[src/rtl/riscv_pkg.sv]
// Shared core definitions: datapath widths, register-index helpers and the
// execute-control bundle layout produced by the decoder.
package riscv_pkg;

    localparam int unsigned XLEN       = 32;
    localparam int unsigned REG_ADDR_W = 5;
    localparam int unsigned CTRL_W     = 16;
    localparam int unsigned CNT_W      = 32;

    typedef logic [REG_ADDR_W-1:0] reg_addr_t;

    localparam reg_addr_t ZERO_REG = '0;

    typedef enum logic [3:0] {
        ALU_ADD  = 4'd0,
        ALU_SUB  = 4'd1,
        ALU_SLL  = 4'd2,
        ALU_SLT  = 4'd3,
        ALU_SLTU = 4'd4,
        ALU_XOR  = 4'd5,
        ALU_SRL  = 4'd6,
        ALU_SRA  = 4'd7,
        ALU_OR   = 4'd8,
        ALU_AND  = 4'd9
    } alu_op_e;

    typedef enum logic [1:0] {
        OPA_RS1  = 2'd0,
        OPA_PC   = 2'd1,
        OPA_ZERO = 2'd2
    } opa_sel_e;

    // Layout of the CTRL_W-bit bundle; this stage treats it as opaque.
    typedef struct packed {
        alu_op_e   alu_op;
        opa_sel_e  opa_sel;
        logic      opb_imm;
        logic      mem_rd;
        logic      mem_wr;
        logic [2:0] mem_size;
        logic      reg_wr;
        logic      branch;
        logic      jump;
        logic      rsvd;
    } ex_ctrl_t;

    // True when an enabled writer targets the given non-zero index.
    function automatic logic writer_hit(input logic en, input reg_addr_t rd, input reg_addr_t idx);
        return en && (rd == idx) && (idx != ZERO_REG);
    endfunction

endpackage

[src/rtl/operand_bypass.sv]
// Selects one source operand from the EX/MEM/WB writers or the register file,
// youngest writer first.
module operand_bypass
    import riscv_pkg::*;
#(
    parameter int unsigned XLEN = riscv_pkg::XLEN
) (
    input  logic [REG_ADDR_W-1:0] idx_i,
    input  logic                  ex_wr_en_i,
    input  logic                  ex_is_load_i,
    input  logic [REG_ADDR_W-1:0] ex_rd_i,
    input  logic [XLEN-1:0]       ex_result_i,
    input  logic                  mem_wr_en_i,
    input  logic [REG_ADDR_W-1:0] mem_rd_i,
    input  logic [XLEN-1:0]       mem_result_i,
    input  logic                  wb_wr_en_i,
    input  logic [REG_ADDR_W-1:0] wb_rd_i,
    input  logic [XLEN-1:0]       wb_data_i,
    input  logic [XLEN-1:0]       rf_data_i,
    output logic [XLEN-1:0]       operand_c
);

    // A load in EX has no data yet; it is covered by the hazard stall instead.
    always_comb begin
        operand_c = rf_data_i;
        if (idx_i == ZERO_REG) begin
            operand_c = '0;
        end else if (writer_hit(ex_wr_en_i && !ex_is_load_i, ex_rd_i, idx_i)) begin
            operand_c = ex_result_i;
        end else if (writer_hit(mem_wr_en_i, mem_rd_i, idx_i)) begin
            operand_c = mem_result_i;
        end else if (writer_hit(wb_wr_en_i, wb_rd_i, idx_i)) begin
            operand_c = wb_data_i;
        end
    end

endmodule

[src/rtl/operand_fetch_stage.sv]
// Decode-to-execute stage: register-file addressing, operand bypassing,
// load-use stall and the ID/EX pipeline register.
module operand_fetch_stage
    import riscv_pkg::*;
#(
    parameter int unsigned XLEN   = riscv_pkg::XLEN,
    parameter int unsigned CTRL_W = riscv_pkg::CTRL_W
) (
    input  logic                  clk,
    input  logic                  rst,
    input  logic                  in_valid,
    output logic                  in_ready,
    input  logic [XLEN-1:0]       in_pc,
    input  logic [REG_ADDR_W-1:0] in_rs1,
    input  logic [REG_ADDR_W-1:0] in_rs2,
    input  logic [REG_ADDR_W-1:0] in_rd,
    input  logic                  in_uses_rs1,
    input  logic                  in_uses_rs2,
    input  logic [XLEN-1:0]       in_imm,
    input  logic [CTRL_W-1:0]     in_ctrl,
    input  logic                  in_is_load,
    output logic [REG_ADDR_W-1:0] rf_rs1,
    output logic [REG_ADDR_W-1:0] rf_rs2,
    input  logic [XLEN-1:0]       rf_data1,
    input  logic [XLEN-1:0]       rf_data2,
    input  logic                  ex_wr_en,
    input  logic                  ex_is_load,
    input  logic [REG_ADDR_W-1:0] ex_rd,
    input  logic [XLEN-1:0]       ex_result,
    input  logic                  mem_wr_en,
    input  logic [REG_ADDR_W-1:0] mem_rd,
    input  logic [XLEN-1:0]       mem_result,
    input  logic                  wb_wr_en,
    input  logic [REG_ADDR_W-1:0] wb_rd,
    input  logic [XLEN-1:0]       wb_data,
    input  logic                  flush,
    output logic                  out_valid,
    input  logic                  out_ready,
    output logic [XLEN-1:0]       out_pc,
    output logic [XLEN-1:0]       out_imm,
    output logic [XLEN-1:0]       out_rs1_val,
    output logic [XLEN-1:0]       out_rs2_val,
    output logic [REG_ADDR_W-1:0] out_rd,
    output logic [CTRL_W-1:0]     out_ctrl,
    output logic                  out_is_load,
    output logic [CNT_W-1:0]      bubble_cnt
);

    logic [XLEN-1:0]       rs1_val_c, rs2_val_c;
    logic                  hazard_c, advance_c, bubble_c;

    logic                  valid_q,   valid_d;
    logic [XLEN-1:0]       pc_q,      pc_d;
    logic [XLEN-1:0]       imm_q,     imm_d;
    logic [XLEN-1:0]       rs1_val_q, rs1_val_d;
    logic [XLEN-1:0]       rs2_val_q, rs2_val_d;
    logic [REG_ADDR_W-1:0] rd_q,      rd_d;
    logic [CTRL_W-1:0]     ctrl_q,    ctrl_d;
    logic                  is_load_q, is_load_d;
    logic [CNT_W-1:0]      cnt_q,     cnt_d;

    assign rf_rs1 = in_rs1;
    assign rf_rs2 = in_rs2;

    operand_bypass #(.XLEN(XLEN)) u_bypass_rs1 (
        .idx_i        (in_rs1),
        .ex_wr_en_i   (ex_wr_en),
        .ex_is_load_i (ex_is_load),
        .ex_rd_i      (ex_rd),
        .ex_result_i  (ex_result),
        .mem_wr_en_i  (mem_wr_en),
        .mem_rd_i     (mem_rd),
        .mem_result_i (mem_result),
        .wb_wr_en_i   (wb_wr_en),
        .wb_rd_i      (wb_rd),
        .wb_data_i    (wb_data),
        .rf_data_i    (rf_data1),
        .operand_c    (rs1_val_c)
    );

    operand_bypass #(.XLEN(XLEN)) u_bypass_rs2 (
        .idx_i        (in_rs2),
        .ex_wr_en_i   (ex_wr_en),
        .ex_is_load_i (ex_is_load),
        .ex_rd_i      (ex_rd),
        .ex_result_i  (ex_result),
        .mem_wr_en_i  (mem_wr_en),
        .mem_rd_i     (mem_rd),
        .mem_result_i (mem_result),
        .wb_wr_en_i   (wb_wr_en),
        .wb_rd_i      (wb_rd),
        .wb_data_i    (wb_data),
        .rf_data_i    (rf_data2),
        .operand_c    (rs2_val_c)
    );

    // Load-use: only sources the instruction actually reads can stall it.
    always_comb begin
        hazard_c  = ex_wr_en && ex_is_load && (ex_rd != ZERO_REG) &&
                    ((in_uses_rs1 && (in_rs1 == ex_rd)) ||
                     (in_uses_rs2 && (in_rs2 == ex_rd)));
        advance_c = out_ready || !valid_q;
        in_ready  = advance_c && !hazard_c && !flush;
        bubble_c  = in_valid && hazard_c && advance_c && !flush;
    end

    always_comb begin
        valid_d   = valid_q;
        pc_d      = pc_q;
        imm_d     = imm_q;
        rs1_val_d = rs1_val_q;
        rs2_val_d = rs2_val_q;
        rd_d      = rd_q;
        ctrl_d    = ctrl_q;
        is_load_d = is_load_q;
        cnt_d     = cnt_q;

        if (flush) begin
            valid_d = 1'b0;
        end else if (advance_c) begin
            valid_d = in_valid && !hazard_c;
            if (in_valid && !hazard_c) begin
                pc_d      = in_pc;
                imm_d     = in_imm;
                rs1_val_d = rs1_val_c;
                rs2_val_d = rs2_val_c;
                rd_d      = in_rd;
                ctrl_d    = in_ctrl;
                is_load_d = in_is_load;
            end
        end

        if (bubble_c && (cnt_q != '1)) begin
            cnt_d = cnt_q + CNT_W'(1);
        end
    end

    // ID/EX register; reset drops any held instruction immediately.
    always_ff @(posedge clk or posedge rst) begin
        if (rst) begin
            valid_q   <= 1'b0;
            pc_q      <= '0;
            imm_q     <= '0;
            rs1_val_q <= '0;
            rs2_val_q <= '0;
            rd_q      <= '0;
            ctrl_q    <= '0;
            is_load_q <= 1'b0;
            cnt_q     <= '0;
        end else begin
            valid_q   <= valid_d;
            pc_q      <= pc_d;
            imm_q     <= imm_d;
            rs1_val_q <= rs1_val_d;
            rs2_val_q <= rs2_val_d;
            rd_q      <= rd_d;
            ctrl_q    <= ctrl_d;
            is_load_q <= is_load_d;
            cnt_q     <= cnt_d;
        end
    end

    assign out_valid   = valid_q;
    assign out_pc      = pc_q;
    assign out_imm     = imm_q;
    assign out_rs1_val = rs1_val_q;
    assign out_rs2_val = rs2_val_q;
    assign out_rd      = rd_q;
    assign out_ctrl    = ctrl_q;
    assign out_is_load = is_load_q;
    assign bubble_cnt  = cnt_q;

endmodule

[config.mk]
export PLATFORM = sky130hd
export DESIGN_NAME = operand_fetch_stage
export DESIGN_NICKNAME = d
export VERILOG_FILES = /design/src/rtl/riscv_pkg.sv /design/src/rtl/operand_bypass.sv /design/src/rtl/operand_fetch_stage.sv
export SDC_FILE = /design/constraint.sdc
export NUM_CORES = 1
export LEC_CHECK = 0
export ABC_CLOCK_PERIOD_IN_PS = 6400
export CORE_MARGIN = 3
export CORE_UTILIZATION = 25
export DETAILED_ROUTE_END_ITERATION = 10
export RECOVER_POWER = 100
export SLEW_MARGIN = 30
export SYNTH_ARGS = -nofsm -noshare
export SYNTH_HDL_FRONTEND = slang
export SYNTH_SLANG_ARGS = --single-unit
[constraint.sdc]
create_clock -name clk -period 6.4 [get_ports clk]
set_input_delay 0.96 -clock clk [delete_from_list [all_inputs] [get_ports clk]]
set_output_delay 0.96 -clock clk [all_outputs]
set_load 0.01 [all_outputs]
==> flow_metrics.tcl <==
set metrics [dict create \
    cts_resized 0 \
    dieHeight_um 200 \
    ir_drop_uv 179 \
    grtUsageTotal 0.199 \
    synth_top_flop_cell "dfrtp_1" \
    ant_nets 0 \
    maxSlewHeadroom -1.26 \
    wl_met2_mm 20.4 \
    drc_errors 0 \
    hold_class "reg -> reg" \
    antenna_found_initial 4 \
    cts_setup_buffers 0 \
    synthCells 903 \
    overflow 0 \
    rsz0062_at_grt "no" \
    firstDrtPassIters 5 \
    initial_utilization 0.255 \
    crit_fanout 124 \
    synth-async-reset-ratio 1.00 \
    grt_pass1_wl_mm 60.0 \
    dr_total_vias 9385 \
    syn_to_final_growth_pct 61.0 \
    place_ws_ns 2.21 \
    grt_max_degree 125 \
    drt_iter0_markers 639 \
    yosysTopAreaCellShare 0.488 \
    yosys-top-cells-area "dfrtp_1 (49%), mux2_2 (10%), nor2_1 (6.2%), a221oi_1 (6.0%), a22oi_1 (5.1%)" \
    wl_met3_mm 3.69 \
    cts_buffers 17 \
    die_area_um2 39900 \
    regArea_um2 4580 \
    end_kind "register" \
    viasPerCell 5.17 \
    setup_viol 0 \
    yosys_warnings 0 \
    layout_commonest_cell "clkdlybuf4s50_1" \
    grt_pass1_vias 9616 \
    rows 70 \
    die_width_um 200 \
    fmax_mhz 200 \
    fin_nets 1614 \
    htree_levels 4 \
    ys_seq_area_frac 0.488 \
    ios 476 \
    p_leak_uw 0.00632 \
    period_share 0.781 \
    synth_edf_count 0 \
    placed_cells 1780 \
    fin_cells 1814 \
    clockBufferDepth 2 \
    clock_latency_ns 0.45 \
    final_cell_mix "clkdlybuf4s50_1 (279), dlygate4sd3_1 (196), dfrtp_1 (183)" \
    drv_cap 2 \
    ys_ff_latch 183 \
    syn_area_um2 9380 \
    fp.coreArea_um2 36800 \
    layout.cell_area.non_filler_um2 15100 \
    port_buffers 475 \
    drive_gt1_frac 0.111 \
    clkTransAtPathRegs_ns 0.07 \
    wl_mm 41.4 \
    multiInputGateArea_um2 4450 \
    cts_root_buffer "clkbuf_16" \
    min_period_ns 5.00 \
    tightest_slew_ns 3.37 \
    start_kind "input pin" \
    met1Wirelength_mm 16.3 \
    path_class "in -> reg" \
    yosysTopAreaCell "dfrtp_1" \
    placed_area_um2 14500 \
    route.top_layer_used "met5" \
    cts_tree "done" \
    status "complete, but fails checks" \
    wl_per_cell_um 22.8 \
    cp.arrival_ns 5.32 \
    gp_congestion 0.891 \
    postCtsHoldBufs 0 \
    synth.avg_cell_area_um2 10.4 \
    cts_num_sinks 183 \
    tns_ns 0 \
    yosys.cell_types.count 36 \
    finClkSkew_ns 0.0102 \
    syn_nets 1186 \
    hpwl_mm 30.0 \
    total_power_uw 3460 \
    cp.required_ns 6.72 \
    violations "max-capacitance violations, max-slew violations" \
    num-fill-cells 3543 \
    setup_ws_ns 1.40 \
    drv_slew 191 \
    powerDensity_nw_per_um2 229 \
    finalHoldViolCount 0 \
]
==> logic make-up after synthesis <==
kind of cell / synth area share
adders and majority gates: 0.00133
buffers and inverters: 0.0447
AOI/OAI and AO/OA: 0.167
muxes: 0.104
DFF: 0.488
xor gates and xnor gates: 0.0570
and+or+nand+nor: 0.137
==> through the flow <==
step                hold slack (ns)   util
finish                        0.485  0.411
floorplan                     0.515      -
CTS                           0.492  0.411
global route                  0.515  0.411
detailed placement            0.479  0.395
global placement              0.470  0.395
==> worst max-delay path, cell delays in order <==
cell and delay [ns]:
dlygate4sd3_1 0.66, xor2_1 0.19, nor3_1 0.26, a32o_1 0.34
a21o_1 0.92, clkbuf_4 1.41, mux2_2 0.44
==> synth_stat cells (3+ instances only) <==
cell type,instances
dfrtp_1,183
nor2_1,154
mux2_2,87
a221oi_1,64
a22oi_1,64
o31ai_1,62
clkbuf_1,61
nand2_1,55
xor2_1,39
xnor2_1,22
nand4_1,14
nor3_1,14
buf_4,10
nand3_1,9
and4_1,8
buf_6,7
and3_1,6
nor4_1,6
buf_2,5
or3_1,5
and2_1,4
inv_1,3
nor3b_1,3
or4_1,3
==> worst paths after layout <==
path / endpoint / cells after the start / slack (ns) / from
worst max-delay path: out_rd[2] / 7 / 1.40 / in_rs1[3]
worst min-delay path: bubble_cnt[23] / 1 / 0.49 / bubble_cnt[23]
worst max register to register: out_rd[2] / 5 / 2.74 / out_valid
worst min register to register: bubble_cnt[23] / 1 / 0.49 / bubble_cnt[23]
max in group asynchronous: bubble_cnt[30] / 3 / 2.83 / rst
min in group asynchronous: out_ctrl[4] / 2 / 1.94 / rst
==> state kept, by name, indices dropped and copies added, names as in the netlist <==
register,cells
out_rd,5
out_is_load,1
out_valid,1
out_rs2_val,32
out_pc,32
out_ctrl,16
out_rs1_val,32
out_imm,32
bubble_cnt,32
==> layout make-up <==
type | count | share of cell area
well taps | 468 | 0.0388
clock inverters | 15 | 0.00986
inverters | 3 | 0.000829
multi-input cells | 634 | 0.295
flip-flops and latches | 183 | 0.303
repair buffers | 492 | 0.324
clock buffers | 17 | 0.0282
diodes | 2 | 0.000331
==> layer usage <==
metal  GRT usage  vias up
met4      0.0628        2
met2       0.334      524
met3      0.0568       72
li1            -     4180
met5           0        -
met1       0.247     4607
==> power by group <==
part	internal (µW)	switching, µW
Sequential	1330	89.1
Clock	547	514
Combinational	558	425
No activity file was read; power rests on OpenSTA's default activity.
